$ cat src/rtl/zeroheti_obi_arbiter.sv
// Two-manager to one-subordinate OBI arbiter.
// An ID FIFO routes in-order responses back to the manager that issued each request.
module zeroheti_obi_arbiter #(
  parameter int unsigned AddrWidth      = 32,
  parameter int unsigned DataWidth      = 32,
  parameter int unsigned MaxOutstanding = 2
) (
  input  logic                   clk_i,
  input  logic                   rst_i,
  input  logic                   dbg_prio_i,
  input  logic                   m0_req_i,
  output logic                   m0_gnt_o,
  input  logic [AddrWidth-1:0]   m0_addr_i,
  input  logic                   m0_we_i,
  input  logic [DataWidth/8-1:0] m0_be_i,
  input  logic [DataWidth-1:0]   m0_wdata_i,
  output logic                   m0_rvalid_o,
  output logic [DataWidth-1:0]   m0_rdata_o,
  output logic                   m0_err_o,
  input  logic                   m1_req_i,
  output logic                   m1_gnt_o,
  input  logic [AddrWidth-1:0]   m1_addr_i,
  input  logic                   m1_we_i,
  input  logic [DataWidth/8-1:0] m1_be_i,
  input  logic [DataWidth-1:0]   m1_wdata_i,
  output logic                   m1_rvalid_o,
  output logic [DataWidth-1:0]   m1_rdata_o,
  output logic                   m1_err_o,
  output logic                   s_req_o,
  input  logic                   s_gnt_i,
  output logic [AddrWidth-1:0]   s_addr_o,
  output logic                   s_we_o,
  output logic [DataWidth/8-1:0] s_be_o,
  output logic [DataWidth-1:0]   s_wdata_o,
  input  logic                   s_rvalid_i,
  input  logic [DataWidth-1:0]   s_rdata_i,
  input  logic                   s_err_i,
  output logic                   busy_o,
  output logic                   unexp_rsp_o
);

  localparam int unsigned CntW = $clog2(MaxOutstanding) + 1;
  localparam int unsigned PtrW = (MaxOutstanding > 1) ? $clog2(MaxOutstanding) : 1;

  logic                      r_locked;
  logic                      r_lockSel;
  logic                      r_rrFav;
  logic [MaxOutstanding-1:0] r_idFifo;
  logic [PtrW-1:0]           r_wPtr;
  logic [PtrW-1:0]           r_rPtr;
  logic [CntW-1:0]           r_count;
  logic                      r_busy;
  logic                      r_unexp;

  logic            w_sel;
  logic            w_selReq;
  logic            w_full;
  logic            w_hs;
  logic            w_pop;
  logic            w_head;
  logic [CntW-1:0] w_cntNext;

  function automatic logic [PtrW-1:0] nextPtr(input logic [PtrW-1:0] p);
    if (p == PtrW'(MaxOutstanding - 1)) return '0;
    return p + 1'b1;
  endfunction

  // A stalled request keeps its manager selected: OBI forbids retracting it.
  always_comb begin
    w_sel = 1'b0;
    if (r_locked)                   w_sel = r_lockSel;
    else if (dbg_prio_i)            w_sel = m1_req_i;
    else if (m0_req_i && m1_req_i)  w_sel = r_rrFav;
    else                            w_sel = m1_req_i;
  end

  assign w_full   = (r_count == CntW'(MaxOutstanding));
  assign w_selReq = w_sel ? m1_req_i : m0_req_i;
  assign s_req_o  = w_selReq && !w_full && !rst_i;
  assign w_hs     = s_req_o && s_gnt_i;
  assign m0_gnt_o = w_hs && !w_sel;
  assign m1_gnt_o = w_hs && w_sel;

  assign s_addr_o  = w_sel ? m1_addr_i  : m0_addr_i;
  assign s_we_o    = w_sel ? m1_we_i    : m0_we_i;
  assign s_be_o    = w_sel ? m1_be_i    : m0_be_i;
  assign s_wdata_o = w_sel ? m1_wdata_i : m0_wdata_i;

  assign w_pop  = s_rvalid_i && (r_count != '0) && !rst_i;
  assign w_head = r_idFifo[r_rPtr];

  assign m0_rvalid_o = w_pop && !w_head;
  assign m1_rvalid_o = w_pop && w_head;
  assign m0_rdata_o  = w_pop ? s_rdata_i : '0;
  assign m1_rdata_o  = w_pop ? s_rdata_i : '0;
  assign m0_err_o    = w_pop && s_err_i;
  assign m1_err_o    = w_pop && s_err_i;

  always_comb begin
    w_cntNext = r_count;
    case ({w_hs, w_pop})
      2'b10:   w_cntNext = r_count + 1'b1;
      2'b01:   w_cntNext = r_count - 1'b1;
      default: w_cntNext = r_count;
    endcase
  end

  assign busy_o      = r_busy && !rst_i;
  assign unexp_rsp_o = r_unexp && !rst_i;

  always_ff @(posedge clk_i) begin
    if (rst_i) begin
      r_locked  <= 1'b0;
      r_lockSel <= 1'b0;
      r_rrFav   <= 1'b0;
      r_idFifo  <= '0;
      r_wPtr    <= '0;
      r_rPtr    <= '0;
      r_count   <= '0;
      r_busy    <= 1'b0;
      r_unexp   <= 1'b0;
    end else begin
      if (w_hs) begin
        r_idFifo[r_wPtr] <= w_sel;
        r_wPtr           <= nextPtr(r_wPtr);
        r_rrFav          <= ~w_sel;
      end
      if (w_pop) r_rPtr <= nextPtr(r_rPtr);
      r_count   <= w_cntNext;
      r_busy    <= (w_cntNext != '0);
      r_locked  <= s_req_o && !s_gnt_i;
      r_lockSel <= w_sel;
      if (s_rvalid_i && (r_count == '0)) r_unexp <= 1'b1;
    end
  end

endmodule
$ cat config.mk
export PLATFORM = sky130hd
export DESIGN_NAME = zeroheti_obi_arbiter
export DESIGN_NICKNAME = d
export VERILOG_FILES = /design/src/rtl/zeroheti_obi_arbiter.sv
export SDC_FILE = /design/constraint.sdc
export NUM_CORES = 1
export LEC_CHECK = 0
export CORE_AREA = 2 2 125 127
export DETAILED_ROUTE_END_ITERATION = 6
export DIE_AREA = 0 0 127 129
export GPL_TIMING_DRIVEN = 1
export PLACE_DENSITY_LB_ADDON = 0.2
export SLEW_MARGIN = 20
export SYNTH_ARGS = -nofsm -noshare
export SYNTH_HDL_FRONTEND = slang
export SYNTH_SLANG_ARGS = --single-unit
$ cat constraint.sdc
create_clock -name clk_i -period 2.6 [get_ports clk_i]
set_input_delay 0.52 -clock clk_i [delete_from_list [all_inputs] [get_ports clk_i]]
set_output_delay 0.52 -clock clk_i [all_outputs]
set_load 0.03 [all_outputs]
== Word-level counts from Yosys, hierarchy flattened ==
Cells that the tools add are included.
Widths: inputs -> output; s select.

* Flip-flop bits (word level): 11
* Bits of input ports: 178
* Output and inout port bits: 142
* Logic and storage cells: 69

* Add/sub/neg operators: 4
* Order comparisons: 3
* Equality and inequality tests: 3
* Muxes and demuxes: 25
* Bitwise operators: 1
* Reduce and logical (&&, ||, !) cells: 24

{| class="wikitable"
|+ Operators with widths
! cell !! number
|-
| $mux 32 || 3
|-
| $mux 1 || 18
|-
| $logic_and 1x1->1 || 16
|-
| $logic_not 1->1 || 5
|-
| $eq 2x2->1 const B || 2
|-
| $lt 1x2->1 const B || 2
|-
| $mux 4 || 1
|-
| $pmux 2 s2 || 1
|-
| $reduce_bool 2->1 || 2
|-
| $add 1x1->1 const B || 2
|-
| $add 2x1->2 const B || 1
|-
| $bwmux 2 || 1
|-
| $eq 2x1->1 const B || 1
|-
| $logic_not 2->1 || 1
|-
| $sub 2x1->2 const B || 1
|-
| $demux 1 s1 || 1
|-
| $ge 1x1->1 const B || 1
|-
| $not 1->1 || 1
|}

== Logic depth before layout (Yosys ltp) ==
* Depth after elaboration: 11
* Gate-level depth with buffers: 8

== Worst setup path before layout ==
No wires, ideal clock.

* Path type: input to output
* Start point: input port s_rvalid_i
* End point: output port m1_err_o
* Arrival: 1.631 ns
* Slack: 0.449 ns
* Cell stages on the path: 5
* Cells stage by stage: o21ai_1 > nor2_1 > clkbuf_1 > and2_1 > buf_4

* Word-level cells in the longest chain between the ends: 3

{| class="wikitable"
|+ RTL lines
! element !! RTL line !! source
|-
| start, declared || 35 || <nowiki>input logic s_rvalid_i,</nowiki>
|-
| $logic_and 1x1->1 (2 in series) || 89 || <nowiki>assign w_pop = s_rvalid_i && (r_count != '0) && !rst_i;</nowiki>
|-
| $logic_and 1x1->1 || -- ||
|-
| end, declared || 28 || <nowiki>output logic m1_err_o,</nowiki>
|}

No other way between the ends.

== Worst setup path after layout ==
* Start point: input port rst_i
* End point: output port m0_rdata_o[22]

* Word-level cells in the longest chain between the ends: 3

{| class="wikitable"
|+ RTL lines
! element !! RTL line !! source
|-
| start, declared || 9 || <nowiki>input logic rst_i,</nowiki>
|-
| $logic_not 1->1 || 89 ||
|-
| $logic_and 1x1->1 || 89 ||
|-
| $mux 32 || 94 || <nowiki>assign m0_rdata_o = w_pop ? s_rdata_i : '0;</nowiki>
|-
| end, declared || 18 || <nowiki>output logic [DataWidth-1:0] m0_rdata_o,</nowiki>
|}

No other way between the ends.

==> results.txt <==
- The run finished with clean final reports.
* Buffer cell driving the clock tree root: sky130_fd_sc_hd__clkbuf_16
- Placed cells: 821
* Launch point of the worst reg-to-reg path: r_count[0]$_SDFF_PP0_
- Top-level port count: 320
- Remaining Overflow, GRT: 0
- Width of the chip: 127 um
- For this run, the top clock speed supported by timing is 0.404 GHz.
* GRT Overall Usage: 0.120
- Netlist area before placement: 1830 um2
* Number of maximum-capacitance constraint violations: 0
- The critical path is of the primary input to output port type.
- Share of the synthesized area in the top cell type: 0.432
- First-pass GRT wire length: 15600 um
- STA classifies the critical path endpoint as an output port.
* Startpoint kind of the worst setup timing path: primary input
- Drt initial violations: 95
- For this run, the register share of the synthesized area comes to 0.121.
- Post-route DRC: 0
- Final ANT Viol Nets: 0
* YS warnings: 0
- Final Hold Fails: 0
- Of the available clock period, the critical path in the final layout requires 0.953.
- At the end of the flow the core is filled with cells to 0.341.
- For this configuration, the core starts out at a cell density of 0.122.
- Die boundary height: 129 um
* Pre-Repair DR Iteration Count: 6
- Normalized max-slew margin: 0.785
- Worst endpoint data arrival time: 1.96 ns
* Max-slew violation total from the final report: 0
* Synthesized netlist net count: 531
- Using the TritonRoute via totals, the vias-per-cell ratio works out to 3.88.
- The total area inside the core boundary comes to 15000 um2.
* RSZ-0062 raised after global routing: no
- Total die area: 16400 um2
- R2r endpoint: r_busy$_SDFF_PP0_
- The worst hold path terminates at r_unexp$_SDFFE_PP0P_.
- Filler-free cell count of the finished design: 834
- The worst path needs 2.48 ns of the cycle, external delays included.
* Setup slack at placement: -0.0236 ns
- The synthesized netlist contains 27 unique library cells.
* Actual slew at the worst max-slew pin: 0.321 ns
- Worst setup skew after layout: 0.000732 ns
* Area added between synthesis and finish: 180%
* Most area-hungry cell type in the Yosys netlist: sky130_fd_sc_hd__nand2_1
- Wires add up to 11600 um.
- The path class of the tightest hold or removal check is register to register.
- Routability Congestion: 0.786
* Pin count of the biggest net entering global routing: 39
- In the final layout, the share of cells above drive strength 1 is 0.267.
* Final setup margin: 0.122 ns
* R2r worst-path depth: 8
- Initial antenna violation count: 1
* Setup slack, reg-to-reg: 0.71 ns
- Counting instances, the worst hold path has a depth of 2.
- Required time worst endpoint: 2.08 ns
* VDD IR max: 0.187 mV
- Via count of the first global-routing pass: 3037
* Port Buffers: 319
* TritonCTS clock tree: yes
* Gate count after technology mapping: 352
- The net count of the finished layout is 825.
- Top cells by area, synth: sky130_fd_sc_hd__nand2_1 (43%), sky130_fd_sc_hd__buf_4 (14%), sky130_fd_sc_hd__dfxtp_1 (12%)
- H-tree levels: 1
* Flops & latches, synth: 11
- Clock sink count: 11
- In this run the power density over the cells is 332 nW/um2.
- In this run the core area contains 45 standard-cell rows.
* Start point of the worst hold path: r_unexp$_SDFFE_PP0P_
- In the final routed layout, each cell accounts on average for 13.9 um.
* Crit path max fanout: 34
- Setup violation total in the final timing report: 0
- Synthesized area per cell: 5.19 um2
* Maximum count of clock buffers along a single path: 2
- Vias after detailed routing: 3238
- Detailed-placement wirelength estimate: 9190 um
- Leakage component of the power: 2.59 nW
* Clock transition at the registers of the reported paths: 0.04 ns
- Counting the buffers created by CTS gives 3.
- Later-pin clock latency in the skew report: 0.24 ns
kinds of logic (layout without fill, tap and decap cells):
group,after synthesis,in the layout,share of synthesized area
simple gates,262,262,0.599
buf+inv,58,351,0.195
compound gates,15,15,0.0527
flops,11,11,0.121
xor+xnor,3,3,0.0144
mux,2,2,0.0110
fa+ha+maj,1,1,0.00685
other cells,0,1,0
per-layer routing:
metal | GRT usage | wire (um)
met2 | 0.243 | 6170
met4 | 0.0220 | 125
met3 | 0.0324 | 1110
met5 | 0 | 12
met1 | 0.125 | 4200
synth_stat cells:
library cell and count:
sky130_fd_sc_hd__and2_1 34, sky130_fd_sc_hd__o21ai_0 3, sky130_fd_sc_hd__o2111ai_2 1, sky130_fd_sc_hd__a311oi_1 1, sky130_fd_sc_hd__o21a_1 1, sky130_fd_sc_hd__nand2_1 210
sky130_fd_sc_hd__nor3b_1 1, sky130_fd_sc_hd__or3_1 2, sky130_fd_sc_hd__mux2i_1 2, sky130_fd_sc_hd__nand2b_1 2, sky130_fd_sc_hd__o21ai_1 2, sky130_fd_sc_hd__xor2_1 2
sky130_fd_sc_hd__a21oi_1 4, sky130_fd_sc_hd__a31oi_1 2, sky130_fd_sc_hd__xnor2_1 1, sky130_fd_sc_hd__inv_1 6, sky130_fd_sc_hd__clkbuf_1 7, sky130_fd_sc_hd__nor2_1 8
sky130_fd_sc_hd__dfxtp_1 11, sky130_fd_sc_hd__nor2b_1 2, sky130_fd_sc_hd__a21boi_0 1, sky130_fd_sc_hd__ha_1 1, sky130_fd_sc_hd__buf_4 33, sky130_fd_sc_hd__buf_2 12
sky130_fd_sc_hd__or3b_1 1, sky130_fd_sc_hd__nor3_1 1, sky130_fd_sc_hd__nand3_1 1
worst max path at each step:
stage	cells after the start	endpoint	start
2_1_floorplan	5	m1_err_o	s_rvalid_i
6_report	5	m0_rdata_o[22]	rst_i
4_1_cts	6	m0_rdata_o[11]	s_rvalid_i
5_1_grt	5	m0_rdata_o[22]	rst_i
3_3_place_gp	7	s_addr_o[11]	m0_req_i
3_5_place_dp	7	s_addr_o[11]	m0_req_i
critical path, stage by stage:
cell	delay, ns
sky130_fd_sc_hd__clkdlybuf4s50_1	0.53
sky130_fd_sc_hd__nor2_2	0.23
sky130_fd_sc_hd__buf_12	0.18
sky130_fd_sc_hd__and2_1	0.27
sky130_fd_sc_hd__buf_4	0.21
registers in the layout (all words and copies together) (netlist names):
signal / count
r_rPtr: 1
r_lockSel: 1
r_busy: 1
r_rrFav: 1
r_idFifo: 2
r_locked: 1
r_count: 2
r_wPtr: 1
r_unexp: 1
cells in the final DEF, fill, tap and decap left out, types with 2 or more instances in the layout:
cell / n
sky130_fd_sc_hd__dfxtp_1: 11
sky130_fd_sc_hd__dlymetal6s2s_1: 2
sky130_fd_sc_hd__buf_6: 4
sky130_fd_sc_hd__a31oi_1: 2
sky130_fd_sc_hd__and2_1: 33
sky130_fd_sc_hd__nor2_1: 7
sky130_fd_sc_hd__xor2_1: 2
sky130_fd_sc_hd__inv_1: 6
sky130_fd_sc_hd__or3_1: 2
sky130_fd_sc_hd__mux2i_1: 2
sky130_fd_sc_hd__o21ai_0: 3
sky130_fd_sc_hd__nand2_1: 210
sky130_fd_sc_hd__clkdlybuf4s50_1: 176
sky130_fd_sc_hd__clkbuf_16: 6
sky130_fd_sc_hd__nand2b_1: 2
sky130_fd_sc_hd__buf_12: 14
sky130_fd_sc_hd__a21oi_1: 4
sky130_fd_sc_hd__buf_4: 141
sky130_fd_sc_hd__nor2b_1: 2
cell type report:
cell class / count / area [um2]
Timing Repair Buffer: 341 / 3280
Multi-Input combinational cell: 283 / 1270
Tap cell: 188 / 235
Inverter: 6 / 22.5
Sequential cell: 11 / 220
Antenna cell: 1 / 2.50
Fill cell: 1570 / 9870
Clock buffer: 4 / 78.8
per-stage QoR:
stage                     hold slack, ns  cell area, um2  power [W]  setup TNS [ns]
after global placement             0.450            4850    0.00136               0
final                              0.476            5110    0.00170               0
after global routing               0.525            5110    0.00179               0
after floorplan                    0.429            1830   0.000768               0
after detailed placement           0.477            4850    0.00136         -0.0439
after CTS                          0.487            4980    0.00167               0
power breakdown:
| group | switching [W] | internal, W |
|---|---|---|
| combinational | 0.000620 | 0.000596 |
| sequential | 0.0000120 | 0.000184 |
| clock | 0.0000774 | 0.000206 |
| total | 0.000710 | 0.000987 |
timing repair:
item / in CTS / in global routing
endpoints found under the setup margin: 18 / 47
pin swaps: 1 / 2
hold buffers: 0 / 0
setup buffers: 1 / 3
gates resized for setup: 1 / 8
cloned: 1 / 3
endpoints found under the hold margin: 0 / 0
Note: power is estimated with default switching activity, not from simulation.
